==> src/rtl/sha256_round_ctrl_if.sv <==
// Block/round interface of the SHA-256 round controller.
// master = block source and round datapath side, slave = the controller.
interface sha256_round_ctrl_if #(
  parameter int AW = 6
);
  logic          start;
  logic          blk_valid;
  logic          blk_last;
  logic          blk_ready;
  logic [AW-1:0] k_addr;
  logic          rnd_en;
  logic [AW-1:0] rnd_idx;
  logic          w_sel;
  logic          init_h;
  logic          load_ab;
  logic          upd_h;
  logic          busy;
  logic          digest_valid;

  modport master (
    output start, blk_valid, blk_last,
    input  blk_ready, k_addr, rnd_en, rnd_idx, w_sel,
           init_h, load_ab, upd_h, busy, digest_valid
  );

  modport slave (
    input  start, blk_valid, blk_last,
    output blk_ready, k_addr, rnd_en, rnd_idx, w_sel,
           init_h, load_ab, upd_h, busy, digest_valid
  );
endinterface

==> src/rtl/sha256_round_ctrl.sv <==
// SHA-256 compression sequencer: walks the K[t] ROM address, emits round
// enables aligned to the ROM output, and steps H through init/load/update.
//
// state    | meaning
// ---------+---------------------------------------------------------
// IDLE     | waiting for start
// INIT     | init_h pulse, H <= IV
// WAIT_BLK | blk_ready high, waiting for a message block
// LOAD     | load_ab pulse, a..h <= H, issue counter cleared
// ROUNDS   | k_addr = 0..ROUNDS-1, one address per cycle
// DRAIN    | ROM_LAT cycles for the last K[t] to reach the round engine
// UPDATE   | upd_h pulse, H += a..h
// DONE     | digest_valid pulse
module sha256_round_ctrl #(
  parameter int ROUNDS  = 64,
  parameter int AW      = 6,
  parameter int ROM_LAT = 1
) (
  input logic              clk,
  input logic              reset,
  sha256_round_ctrl_if.slave bus
);

  localparam int            DW       = (ROM_LAT > 1) ? $clog2(ROM_LAT) : 1;
  localparam logic [AW-1:0] LAST_IDX = AW'(ROUNDS - 1);
  localparam logic [DW-1:0] DRAIN_LD = DW'(ROM_LAT - 1);

  typedef enum logic [2:0] {
    S_IDLE,
    S_INIT,
    S_WAIT_BLK,
    S_LOAD,
    S_ROUNDS,
    S_DRAIN,
    S_UPDATE,
    S_DONE
  } state_t;

  state_t        state;
  state_t        state_nxt;
  logic [AW-1:0] issue_cnt;
  logic [DW-1:0] drain_cnt;
  logic          last_q;
  logic          k_valid;

  // Round-alignment pipe: stage ROM_LAT-1 is what the round engine sees.
  logic [ROM_LAT-1:0] pipe_v;
  logic [AW-1:0]      pipe_idx [ROM_LAT];

  assign k_valid = (state == S_ROUNDS);

  // State register; a low reset aborts whatever is in flight.
  always_ff @(posedge clk) begin
    if (!reset) begin
      state <= S_IDLE;
    end else begin
      state <= state_nxt;
    end
  end

  // Next-state decode.
  always_comb begin
    state_nxt = state;
    case (state)
      S_IDLE:     if (bus.start) state_nxt = S_INIT;
      S_INIT:     state_nxt = S_WAIT_BLK;
      S_WAIT_BLK: if (bus.blk_valid) state_nxt = S_LOAD;
      S_LOAD:     state_nxt = S_ROUNDS;
      S_ROUNDS:   if (issue_cnt == LAST_IDX) state_nxt = S_DRAIN;
      S_DRAIN:    if (drain_cnt == '0) state_nxt = S_UPDATE;
      S_UPDATE:   state_nxt = last_q ? S_DONE : S_WAIT_BLK;
      S_DONE:     state_nxt = S_IDLE;
      default:    state_nxt = S_IDLE;
    endcase
  end

  // Issue counter (up, stops at ROUNDS-1), drain down-counter, last-block flag.
  always_ff @(posedge clk) begin
    if (!reset) begin
      issue_cnt <= '0;
      drain_cnt <= '0;
      last_q    <= 1'b0;
    end else begin
      case (state)
        S_IDLE: begin
          issue_cnt <= '0;
          last_q    <= 1'b0;
        end
        S_WAIT_BLK: begin
          if (bus.blk_valid) last_q <= bus.blk_last;
        end
        S_LOAD: begin
          issue_cnt <= '0;
        end
        S_ROUNDS: begin
          if (issue_cnt != LAST_IDX) issue_cnt <= issue_cnt + 1'b1;
          drain_cnt <= DRAIN_LD;
        end
        S_DRAIN: begin
          if (drain_cnt != '0) drain_cnt <= drain_cnt - 1'b1;
        end
        default: begin
        end
      endcase
    end
  end

  // Delay the issued address by ROM_LAT cycles so rnd_en meets valid k_out.
  // Index is zeroed when not valid so rnd_idx reads 0 outside the window.
  always_ff @(posedge clk) begin
    if (!reset) begin
      pipe_v <= '0;
      for (int i = 0; i < ROM_LAT; i++) pipe_idx[i] <= '0;
    end else begin
      pipe_v[0]   <= k_valid;
      pipe_idx[0] <= k_valid ? issue_cnt : '0;
      for (int i = 1; i < ROM_LAT; i++) begin
        pipe_v[i]   <= pipe_v[i-1];
        pipe_idx[i] <= pipe_idx[i-1];
      end
    end
  end

  // Output decode; every control pulse is tied to exactly one state.
  always_comb begin
    bus.blk_ready    = 1'b0;
    bus.init_h       = 1'b0;
    bus.load_ab      = 1'b0;
    bus.upd_h        = 1'b0;
    bus.digest_valid = 1'b0;
    bus.busy         = (state != S_IDLE);
    bus.k_addr       = k_valid ? issue_cnt : '0;
    bus.rnd_en       = pipe_v[ROM_LAT-1];
    bus.rnd_idx      = pipe_idx[ROM_LAT-1];
    bus.w_sel        = pipe_v[ROM_LAT-1] && (int'(pipe_idx[ROM_LAT-1]) >= 16);
    case (state)
      S_INIT:     bus.init_h       = 1'b1;
      S_WAIT_BLK: bus.blk_ready    = 1'b1;
      S_LOAD:     bus.load_ab      = 1'b1;
      S_UPDATE:   bus.upd_h        = 1'b1;
      S_DONE:     bus.digest_valid = 1'b1;
      default: begin
      end
    endcase
  end

endmodule

==> src/flat_wrapper.sv <==
// flat-port wrapper written by rule: the top's interface ports become plain ports
module sha256_round_ctrl_flat 
#(
  parameter int ROUNDS  = 64,
  parameter int AW      = 6,
  parameter int ROM_LAT = 1
)
  (clk, reset, bus_start, bus_blk_valid, bus_blk_last, bus_blk_ready, bus_k_addr, bus_rnd_en, bus_rnd_idx, bus_w_sel, bus_init_h, bus_load_ab, bus_upd_h, bus_busy, bus_digest_valid);
  sha256_round_ctrl_if #(.AW(AW)) bus_i ();
  input logic clk;
  input logic reset;
  input wire logic [$bits(bus_i.start)-1:0] bus_start;
  input wire logic [$bits(bus_i.blk_valid)-1:0] bus_blk_valid;
  input wire logic [$bits(bus_i.blk_last)-1:0] bus_blk_last;
  output wire logic [$bits(bus_i.blk_ready)-1:0] bus_blk_ready;
  output wire logic [$bits(bus_i.k_addr)-1:0] bus_k_addr;
  output wire logic [$bits(bus_i.rnd_en)-1:0] bus_rnd_en;
  output wire logic [$bits(bus_i.rnd_idx)-1:0] bus_rnd_idx;
  output wire logic [$bits(bus_i.w_sel)-1:0] bus_w_sel;
  output wire logic [$bits(bus_i.init_h)-1:0] bus_init_h;
  output wire logic [$bits(bus_i.load_ab)-1:0] bus_load_ab;
  output wire logic [$bits(bus_i.upd_h)-1:0] bus_upd_h;
  output wire logic [$bits(bus_i.busy)-1:0] bus_busy;
  output wire logic [$bits(bus_i.digest_valid)-1:0] bus_digest_valid;
  assign bus_i.start = bus_start;
  assign bus_i.blk_valid = bus_blk_valid;
  assign bus_i.blk_last = bus_blk_last;
  assign bus_blk_ready = bus_i.blk_ready;
  assign bus_k_addr = bus_i.k_addr;
  assign bus_rnd_en = bus_i.rnd_en;
  assign bus_rnd_idx = bus_i.rnd_idx;
  assign bus_w_sel = bus_i.w_sel;
  assign bus_init_h = bus_i.init_h;
  assign bus_load_ab = bus_i.load_ab;
  assign bus_upd_h = bus_i.upd_h;
  assign bus_busy = bus_i.busy;
  assign bus_digest_valid = bus_i.digest_valid;
  sha256_round_ctrl #(.ROUNDS(ROUNDS), .AW(AW), .ROM_LAT(ROM_LAT)) u_core (.clk(clk), .reset(reset), .bus(bus_i));
endmodule
==> config.mk <==
export PLATFORM = sky130hd
export DESIGN_NAME = sha256_round_ctrl_flat
export DESIGN_NICKNAME = d
export VERILOG_FILES = /design/src/rtl/sha256_round_ctrl_if.sv /design/src/rtl/sha256_round_ctrl.sv /design/src/flat_wrapper.sv
export SDC_FILE = /design/constraint.sdc
export NUM_CORES = 1
export LEC_CHECK = 0
export BUFFER_PORTS_ARGS = -buffer_cell sky130_fd_sc_hd__buf_4
export CAP_MARGIN = 40
export CORE_MARGIN = 3
export CORE_UTILIZATION = 43
export CTS_CLUSTER_DIAMETER = 120
export CTS_CLUSTER_SIZE = 16
export DETAILED_ROUTE_END_ITERATION = 8
export PLACE_DENSITY = 0.72
export REMOVE_ABC_BUFFERS = 1
export SLEW_MARGIN = 15
export SYNTH_ARGS = -nofsm -noshare
export SYNTH_HDL_FRONTEND = slang
export SYNTH_SLANG_ARGS = --single-unit
==> constraint.sdc <==
create_clock -name clk -period 1.3 [get_ports clk]
set_input_delay 0.26 -clock clk [delete_from_list [all_inputs] [get_ports clk]]
set_output_delay 0.26 -clock clk [all_outputs]
set_load 0.1 [all_outputs]
==> reports/metrics.cfg <==
[worst_hold_path]
min_to = u_core.state[2]
holdPathStages = 2
hold_path_startpoint = reset
hp-class = primary input to register

[placed_design]
place.gp.congestion = 0.825
place_area_um2 = 1070
port_buffers = 24
hpwl_um = 1400

[final_layout]
nets = 140
final_core_util_pct = 87.4
final_layout_size_suffix_gt1_share_pct = 57.1
fillCellCount = 73
final_cell_mix = buf_4, buf_12, dfxtp_1
fin_area_um2 = 1420
area_growth_pct = 78.7
layout_commonest_cell = buf_4
antenna_cells = 0

[yosys]
yosys_warnings = 0
yosysTopAreaCellShare_pct = 42.7
ys.flop_type = dfxtp_1
async_flop_share_pct = 0
synth_top_cells_by_area = dfxtp_1, and3_1, and2_1
synth_edf_count = 0
synth.avg_cell_area_um2 = 8.57
synth-xor-area-share_pct = 1.10
yosys.area_share.simple_pct = 32.2
ys_types = 33
synth_compound_area_share_pct = 15.5
synth_area_leader_cell = dfxtp_1
ys_seq_elements = 17
synthAdderAreaFrac_pct = 1.57
yosysSeqAreaShare_pct = 42.7
synthMuxAreaShare_pct = 2.51
synth_area_um2 = 797
synth_top_family_by_area = simple AND/OR/NAND/NOR gates
synth_cells = 93

[sta]
setup_ws_ps = -371
rsz0062_at_grt = yes
max_clock_freq_mhz = 598
drv_slew = 0
min_period_ps = 1670
timing.final.crit_share_pct = 129
worstMarginPinSlew_ps = 373
finalSetupViolCount = 20
clock_skew_ps = 1.92
fin_setup_tns_ps = -4620
hold_viol = 0
relSlewSlack_pct = 75.1

[clock_tree]
numCtsBuffers = 3
htree_levels = 1
worstSkewPairLatency_ps = 310
clk_pin_slew_worst_paths_ps = 110
clock_sinks = 17
cts_root_buf = clkbuf_4
cts_hold_buf = 0
clockBufferDepth = 2
cts_tree = done

[global_routing]
grt_pass1_wl_um = 4270
grt_max_degree = 14
grt_pass1_vias = 908
antenna_found_initial = 0
grt_overflow_total = 0
grt_util_all_layers_pct = 23.3

[route]
dr.pass1.iters = 4
avgViaCountPerCell = 5.67
vias = 890
wl_per_cell_um = 18.9
drc = 0
first_iter_violations = 31
routed_wl_um = 2970
antenna_left = 0

[worst_setup_path]
crit_type = register to output port
r2r_start = u_core.state[1]
max_stage_delay_ps = 410
worst_r2r_endpoint = u_core.issue_cnt[5]
cp.depth = 3
cp-start-kind = register
cp-end-kind = output port
cp.arrival_ps = 1410
crit_family = simple AND/OR/NAND/NOR gates
crit_buf_inv = 2
path_max_fanout = 7
regToRegSetupSlack_ps = -330
critPathRequiredTime_ps = 1040
slowest_stage = or3_4
r2r_cells = 4
path_cells = buf_4, or3_4, buf_12

[power]
finalPower_mw = 1.38
p_per_area_nw_per_um2 = 969
ir_drop_mv = 0.805
p_leak_nw = 0.592

[die]
num_rows = 14
core-area_um2 = 1630
ios = 25
dieArea_um2 = 2410
die_w_um = 49.1
fp.dieH_um = 49.1
initial_core_util_pct = 48.9

[status]
status = finished with violations
violations = negative setup slack

[flow_run]
cap_violations = 0

-- sequential cells by signal (all words and copies together) (netlist names) --
register,cells
u_core.issue_cnt,6
u_core.pipe_idx,6
u_core.bus.rnd_en,1
u_core.last_q,1
u_core.state,3
-- how the worst max path moves through the flow --
| stage | startpoint | slack, ps | endpoint |
|---|---|---|---|
| 3_3_place_gp | u_core.state[0] | -100 | u_core.issue_cnt[5] |
| 6_report | u_core.state[2] | -370 | bus_busy |
| 5_1_grt | u_core.state[2] | -410 | bus_busy |
| 3_5_place_dp | u_core.state[2] | -130 | bus_k_addr[0] |
| 2_1_floorplan | u_core.state[1] | -1710 | bus_blk_ready |
| 4_1_cts | u_core.state[1] | -340 | bus_k_addr[4] |
-- worst reg2reg max path: stages, from the launching register on --
cell	delay [ps]
dfxtp_2	360
or3b_4	430
buf_4	160
or4_4	530
o221ai_2	80
-- kinds of logic (layout without fill, tap and decap cells) --
kind of cell | Yosys count | count (layout)
flip-flops | 17 | 17
adder cells (fa/ha/maj) | 1 | 1
AO/OA/AOI/OAI | 18 | 18
XOR/XNOR | 1 | 1
buffers and inverters | 9 | 49
AND/OR/NAND/NOR | 45 | 45
multiplexers | 2 | 2
-- cells in the mapped netlist, drive strengths merged, types with 2 or more instances --
master and count:
nand2b 3, nor3 3, and2 5, clkbuf 5
nor2 6, a21oi 2, nand2 7, mux2i 2
nand3 6, dfxtp 17, o21a 3, nor3b 3
a211oi 2, inv 3, and3 6, o21ai 4
-- layout make-up --
type	instances	area, um2	share of cell area, %
inverters	3	11.3	0.791
repair buffers	42	478	33.6
flip-flops and latches	17	353	24.8
clock buffers	3	22.5	1.58
well taps	24	30.0	2.11
clock inverters	1	5.00	0.351
multi-input cells	67	524	36.8
-- metal layers --
layer  vias up  global-route usage, %  routed length, um
li1        410                      -                  -
met1       427                   26.7               1230
met2        36                   38.5               1470
met3        17                   3.67                108
met4         0                   18.0                156
met5         -                      0                  0
-- per-stage QoR --
stage | instances | setup WS, ps | hold slack (ps)
finish | 157 | -371 | 265
global route | 157 | -412 | 275
CTS | 157 | -344 | 262
detailed placement | 147 | -134 | 500
global placement | 147 | -95.2 | 492
floorplan | 87 | -1710 | 378
-- timing repair --
item,in CTS,in global routing
setup endpoints to repair,19,22
gates resized for setup,52,22
pin swaps,7,5
buffers inserted,5,2
cloned,1,0
hold endpoints to repair,0,0
-- where the power goes --
group | total (mW) | internal [mW] | switching (mW) | leakage (nW)
clock network | 0.306 | 0.115 | 0.191 | 0.0177
logic | 0.514 | 0.204 | 0.310 | 0.433
registers | 0.560 | 0.539 | 0.0209 | 0.141
Power figures use the tool's default switching activity.
